File: config.mk
export PLATFORM = sky130hd
export DESIGN_NAME = memory_access
export DESIGN_NICKNAME = d
export VERILOG_FILES = /design/src/rtl/mem_pkg.sv /design/src/rtl/load_align.sv /design/src/rtl/memory_access.sv
export SDC_FILE = /design/constraint.sdc
export NUM_CORES = 1
export LEC_CHECK = 0
export CORE_MARGIN = 2
export CORE_UTILIZATION = 33
export DETAILED_ROUTE_END_ITERATION = 10
export PLACE_DENSITY = 0.68
export SLEW_MARGIN = 20
export SYNTH_ARGS = -nofsm -noshare
export SYNTH_HDL_FRONTEND = slang
export SYNTH_HIERARCHICAL = 1
export SYNTH_SLANG_ARGS = --single-unit
File: constraint.sdc
create_clock -name clk_i -period 2.9 [get_ports clk_i]
set_input_delay 0.58 -clock clk_i [delete_from_list [all_inputs] [get_ports clk_i]]
set_output_delay 0.58 -clock clk_i [all_outputs]
set_load 0.02 [all_outputs]
File: src/rtl/mem_pkg.sv
// Shared types, funct3 encodings and byte-lane helpers for the RV64 MEM stage.
package mem_pkg;
    localparam int XLEN   = 64;
    localparam int ADDR_W = 32;

    typedef enum logic [1:0] {
        SZ_B = 2'b00,
        SZ_H = 2'b01,
        SZ_W = 2'b10,
        SZ_D = 2'b11
    } mem_size_e;

    typedef enum logic {
        IDLE   = 1'b0,
        ACCESS = 1'b1
    } state_e;

    localparam logic [2:0] F3_LB  = 3'b000;
    localparam logic [2:0] F3_LH  = 3'b001;
    localparam logic [2:0] F3_LW  = 3'b010;
    localparam logic [2:0] F3_LD  = 3'b011;
    localparam logic [2:0] F3_LBU = 3'b100;
    localparam logic [2:0] F3_LHU = 3'b101;
    localparam logic [2:0] F3_LWU = 3'b110;
    localparam logic [2:0] F3_SB  = 3'b000;
    localparam logic [2:0] F3_SH  = 3'b001;
    localparam logic [2:0] F3_SW  = 3'b010;
    localparam logic [2:0] F3_SD  = 3'b011;

    function automatic mem_size_e size_of(input logic [2:0] funct3);
        return mem_size_e'(funct3[1:0]);
    endfunction

    function automatic logic [7:0] byte_enable(input mem_size_e size, input logic [2:0] a);
        logic [7:0] be;
        case (size)
            SZ_B:    be = 8'h01 << a;
            SZ_H:    be = 8'h03 << {a[2:1], 1'b0};
            SZ_W:    be = 8'h0F << {a[2], 2'b00};
            SZ_D:    be = 8'hFF;
            default: be = 8'hFF;
        endcase
        return be;
    endfunction

    // Replicate the store operand across every lane so any enabled lane carries it.
    function automatic logic [XLEN-1:0] store_format(input mem_size_e size, input logic [XLEN-1:0] d);
        logic [XLEN-1:0] w;
        case (size)
            SZ_B:    w = {8{d[7:0]}};
            SZ_H:    w = {4{d[15:0]}};
            SZ_W:    w = {2{d[31:0]}};
            SZ_D:    w = d;
            default: w = d;
        endcase
        return w;
    endfunction

    function automatic logic is_aligned(input mem_size_e size, input logic [2:0] a);
        logic ok;
        case (size)
            SZ_B:    ok = 1'b1;
            SZ_H:    ok = ~a[0];
            SZ_W:    ok = (a[1:0] == 2'b00);
            SZ_D:    ok = (a == 3'b000);
            default: ok = 1'b0;
        endcase
        return ok;
    endfunction
endpackage

File: src/rtl/load_align.sv
// Load lane selection: picks the addressed byte/half/word out of the returned
// doubleword and sign- or zero-extends it to XLEN.
module load_align
    import mem_pkg::*;
(
    input  logic [XLEN-1:0] rdata,
    input  logic [2:0]      addr,
    input  logic [2:0]      funct3,
    output logic [XLEN-1:0] result
);
    mem_size_e       size_s;
    logic [5:0]      shamt_s;
    logic [XLEN-1:0] shifted_s;
    logic            sext_s;

    assign size_s = size_of(funct3);
    assign sext_s = ~funct3[2];

    // Shift the addressed lane down to bit 0, then extend it.
    always_comb begin
        shamt_s   = 6'd0;
        shifted_s = '0;
        result    = '0;
        case (size_s)
            SZ_B:    shamt_s = {addr, 3'b000};
            SZ_H:    shamt_s = {addr[2:1], 4'b0000};
            SZ_W:    shamt_s = {addr[2], 5'b00000};
            SZ_D:    shamt_s = 6'd0;
            default: shamt_s = 6'd0;
        endcase
        shifted_s = rdata >> shamt_s;
        case (size_s)
            SZ_B:    result = {{56{sext_s & shifted_s[7]}},  shifted_s[7:0]};
            SZ_H:    result = {{48{sext_s & shifted_s[15]}}, shifted_s[15:0]};
            SZ_W:    result = {{32{sext_s & shifted_s[31]}}, shifted_s[31:0]};
            SZ_D:    result = shifted_s;
            default: result = shifted_s;
        endcase
    end
endmodule

File: src/rtl/memory_access.sv
// RV64 MEM stage: captures EX results, runs loads/stores over a req/ack bus and
// feeds writeback. Optional misaligned-access trap under MEM_MISALIGN_TRAP_EN.
module memory_access
    import mem_pkg::*;
(
    input  logic              clk_i,
    input  logic              rst_ni,
    input  logic              mem_read_i,
    input  logic              mem_write_i,
    input  logic              reg_write_i,
    input  logic [2:0]        funct3_i,
    input  logic [4:0]        rd_i,
    input  logic [XLEN-1:0]   alu_result_i,
    input  logic [XLEN-1:0]   wr_data_i,
    output logic              dmem_req_o,
    output logic              dmem_we_o,
    output logic [ADDR_W-1:0] dmem_addr_o,
    output logic [7:0]        dmem_be_o,
    output logic [XLEN-1:0]   dmem_wdata_o,
    input  logic [XLEN-1:0]   dmem_rdata_i,
    input  logic              dmem_ack_i,
    output logic              stall_o,
`ifdef MEM_MISALIGN_TRAP_EN
    output logic              misalign_o,
    output logic [XLEN-1:0]   badaddr_o,
`endif
    output logic [4:0]        rd_o,
    output logic              reg_write_o,
    output logic [XLEN-1:0]   result_o
);
    state_e          state_r;
    logic            reg_write_r;
    logic [4:0]      rd_r;
    logic [2:0]      funct3_r;
    logic [XLEN-1:0] alu_r;
`ifdef MEM_MISALIGN_TRAP_EN
    logic            misalign_r;
`endif

    mem_size_e       size_in_s;
    logic            is_mem_s;
    logic            misalign_s;
    logic            start_s;
    logic            capture_s;
    logic [XLEN-1:0] load_result_s;

    assign size_in_s = size_of(funct3_i);
    assign is_mem_s  = mem_read_i | mem_write_i;
`ifdef MEM_MISALIGN_TRAP_EN
    assign misalign_s = is_mem_s & ~is_aligned(size_in_s, alu_result_i[2:0]);
`else
    assign misalign_s = 1'b0;
`endif
    assign start_s   = is_mem_s & ~misalign_s;
    assign stall_o   = (state_r == ACCESS) & ~dmem_ack_i;
    assign capture_s = ~stall_o;

    load_align u_load_align (
        .rdata  (dmem_rdata_i),
        .addr   (alu_r[2:0]),
        .funct3 (funct3_r),
        .result (load_result_s)
    );

    // Stage FSM: writeback of the op in flight and capture of the next EX op.
    always_ff @(posedge clk_i or negedge rst_ni) begin
        if (!rst_ni) begin
            state_r      <= IDLE;
            reg_write_r  <= 1'b0;
            rd_r         <= 5'd0;
            funct3_r     <= 3'd0;
            alu_r        <= '0;
            dmem_req_o   <= 1'b0;
            dmem_we_o    <= 1'b0;
            dmem_addr_o  <= '0;
            dmem_be_o    <= 8'h00;
            dmem_wdata_o <= '0;
            rd_o         <= 5'd0;
            reg_write_o  <= 1'b0;
            result_o     <= '0;
`ifdef MEM_MISALIGN_TRAP_EN
            misalign_r   <= 1'b0;
            misalign_o   <= 1'b0;
            badaddr_o    <= '0;
`endif
        end else begin
            case (state_r)
                ACCESS: begin
                    if (dmem_ack_i) begin
                        rd_o <= rd_r;
                        if (dmem_we_o) begin
                            reg_write_o <= 1'b0;
                        end else begin
                            reg_write_o <= reg_write_r;
                            result_o    <= load_result_s;
                        end
                    end else begin
                        reg_write_o <= 1'b0;
                    end
`ifdef MEM_MISALIGN_TRAP_EN
                    misalign_o <= 1'b0;
`endif
                end
                default: begin
                    rd_o <= rd_r;
`ifdef MEM_MISALIGN_TRAP_EN
                    misalign_o <= misalign_r;
                    if (misalign_r) begin
                        reg_write_o <= 1'b0;
                        badaddr_o   <= alu_r;
                    end else begin
                        reg_write_o <= reg_write_r;
                        result_o    <= alu_r;
                    end
`else
                    reg_write_o <= reg_write_r;
                    result_o    <= alu_r;
`endif
                end
            endcase

            // The bus fields stay frozen while stalled because capture is blocked.
            if (capture_s) begin
                state_r      <= start_s ? ACCESS : IDLE;
                reg_write_r  <= reg_write_i;
                rd_r         <= rd_i;
                funct3_r     <= funct3_i;
                alu_r        <= alu_result_i;
                dmem_req_o   <= start_s;
                dmem_we_o    <= start_s & mem_write_i;
                dmem_addr_o  <= {alu_result_i[ADDR_W-1:3], 3'b000};
                dmem_be_o    <= byte_enable(size_in_s, alu_result_i[2:0]);
                dmem_wdata_o <= store_format(size_in_s, wr_data_i);
`ifdef MEM_MISALIGN_TRAP_EN
                misalign_r   <= misalign_s;
`endif
            end
        end
    end
endmodule

==> metrics.csv <==
metric,value,unit
ratio of cells with drive above 1 in the final layout,8.17,%
clk sinks,217,
IO Port Bufs,379,
hold_ws,0.463,ns
Core ar.,35300,um2
vias in the first global route,10800,
Post-synth EDFFs,0,
Max Cap Viol,0,
number of core rows,69,
WL/cell,20.6,um
Initial DRC Count,569,
Setup TNS,0,ns
Util after Layout,47.2,%
Area after DPL,15800,um2
critical path type,reg2reg,
worst skew pair latency,0.54,ns
wl on met1,16800,um
arrival time worst endpoint,2.99,ns
Pleak,7.66,nW
gpl congestion,0.946,
chip height,193,um
Die Wd,193,um
Vias,10900,
worst slew pin tran,0.640,ns
clk buf depth,3,
initial antenna violation count,4,
crit path launch type,register,
Remaining DRCs,0,
final worst slack,0.287,ns
first-pass GRT wire length,65100,um
Final Max Slew Viols,0,
Starting Density,33.3,%
final hold violation count,0,
pre-CTS WS,0.0198,ns
Final nets,1841,
Max Used Layer,met5,
Power Density,631,nW/um2
CTS H-Tree Depth,1,
fin area,16700,um2
post-cts resize count,0,
"Seq/Total Area, Yosys",46.1,%
Syn Inst Count,1317,
Critical Path RT,3.28,ns
area grow syn2layout,41.6,%
GR Util All Layers,23.0,%
cts hold-fix bufs,1,
Root Driver,clkbuf_16,
"flops & latches, synth",217,
Power Total,10.5,mW
Peak VDD IR,0.514,mV
Synth async-reset ratio,100,%
endpoints failing setup,0,
DP HPWL,32100,um
met3 routed WL,4730,um
fmax,0.383,GHz
synthesized area,11800,um2
Hold WC Path Type,reg2reg,
Clock Skews,0.0196,ns
cell total after placement,2067,
worst relative slew slack,57.3,%
largest net degree at the start of global routing,130,
R2R Path Start,funct3_r[0]$_DFFE_PN0N_,
CTS Buf Count,26,
Final min period,2.61,ns
"Top FF cell, synth",dfrtp_1,
RSZ-0062 raised after global routing,no,
mean number of vias per cell,5.13,
die area,37200,um2
Tcrit/Tclk final,90.1,%
post-route ant nets,0,
CTS tree,done,
Synth cell types,54,
"Clk pin slew, worst setup/hold paths",0.06,ns
crit end category,register,
routed wire length,43600,um
post-synthesis average cell area,8.94,um2
Syn. warnings,6,
I/O Pins,383,
hold wc startpoint,reg_write_r$_DFFE_PN0N_,
worst-path maximum fanout,24,
CP startpoint,funct3_r[0]$_DFFE_PN0N_,
global route total overflow,0,
met2 wire len,20300,um
setup repair bufs after CTS,0,
fin cells,2114,
drt first pass iters,5,
status,finished clean,
-- worst max-delay path, cell delays in order, from the launching register on --
cell and delay, ns:
dfrtp_1 0.52, nor2b_2 0.32, mux2_2 0.37, a22oi_1 0.14
a21oi_1 0.15, o221ai_4 0.23, buf_4 0.30, o21ai_0 0.16
mux2i_1 0.15, a21oi_1 0.09
-- report_power, final --
group / leakage, nW / internal [mW] / switching [mW] / total, mW
registers: 2.57 / 3.51 / 0.338 / 3.85
logic: 4.66 / 1.62 / 1.84 / 3.46
clock network: 0.416 / 1.92 / 1.29 / 3.21
total: 7.66 / 7.05 / 3.47 / 10.5
-- state kept, by name, indices dropped and copies added (netlist names) --
signal / count
funct3_r: 3
reg_write_o: 1
dmem_req_o: 1
dmem_wdata_o: 64
dmem_we_o: 1
result_o: 64
dmem_be_o: 8
rd_r: 5
reg_write_r: 1
rd_o: 5
alu_r: 64
-- synthesized netlist by cell type, drive strengths merged, types with 5 or more instances --
library cell,instances,area share (%)
clkbuf,36,1.1
nand2,356,11
nand2b,6,0.32
inv,16,0.51
a211o,8,0.60
nor2,122,4.0
nor2b,5,0.29
dfrtp,217,46
a21oi,126,5.4
mux4,19,3.6
a211oi,8,0.51
a21o,9,0.57
a31oi,12,0.64
o21ai,85,3.6
nand3,12,0.51
o21a,6,0.38
buf,96,5.6
mux2,17,1.6
mux2i,122,10
-- placed cells by master (no fill, tap or decap), drive strengths merged, types with 12 or more instances in the layout --
cell           netlist  routed
a31oi               12      12
dfrtp              217     217
clkdlybuf4s50        0     375
o21ai               85      85
mux2i              122     122
clkbuf              36      42
nand3               12      12
mux2                17      17
a21oi              126     126
buf                 96      44
nand2              356     356
mux4                19      19
inv                 16      16
nor2               122     122
-- area by class of cell --
type	instances	area [um2]
diodes	1	2.50
clock buffers	42	822
clock inverters	3	18.8
fillers	3388	18600
inverters	16	65.1
multi-input cells	954	5520
flip-flops and latches	217	5430
well taps	461	577
repair buffers	420	4220
-- layer usage --
| metal | vias to the layer above | GRT usage, % |
|---|---|---|
| met5 | - | 0 |
| met4 | 4 | 9.40 |
| met3 | 83 | 6.76 |
| met2 | 518 | 38.0 |
| met1 | 5191 | 27.9 |
| li1 | 5057 | - |
-- logic make-up after synthesis --
family,share of synthesized area (%)
AND/OR/NAND/NOR,17.4
AO/OA/AOI/OAI,13.5
flip-flops,46.1
multiplexers,15.6
buffers and inverters,7.30
other,0.0319
-- final timing paths --
kind                                             to  slack, ns  cells past startpoint
max reg2reg                result_o[58]$_DFFE_PN0P_       0.29                      9
max in group asynchronous     alu_r[32]$_DFFE_PN0N_       1.49                      3
max                        result_o[58]$_DFFE_PN0P_       0.29                      9
min reg2reg                 reg_write_r$_DFFE_PN0N_       0.46                      2
min in group asynchronous     alu_r[17]$_DFFE_PN0N_       0.58                      2
min                         reg_write_r$_DFFE_PN0N_       0.46                      2
No activity file was read; power rests on OpenSTA's default activity.
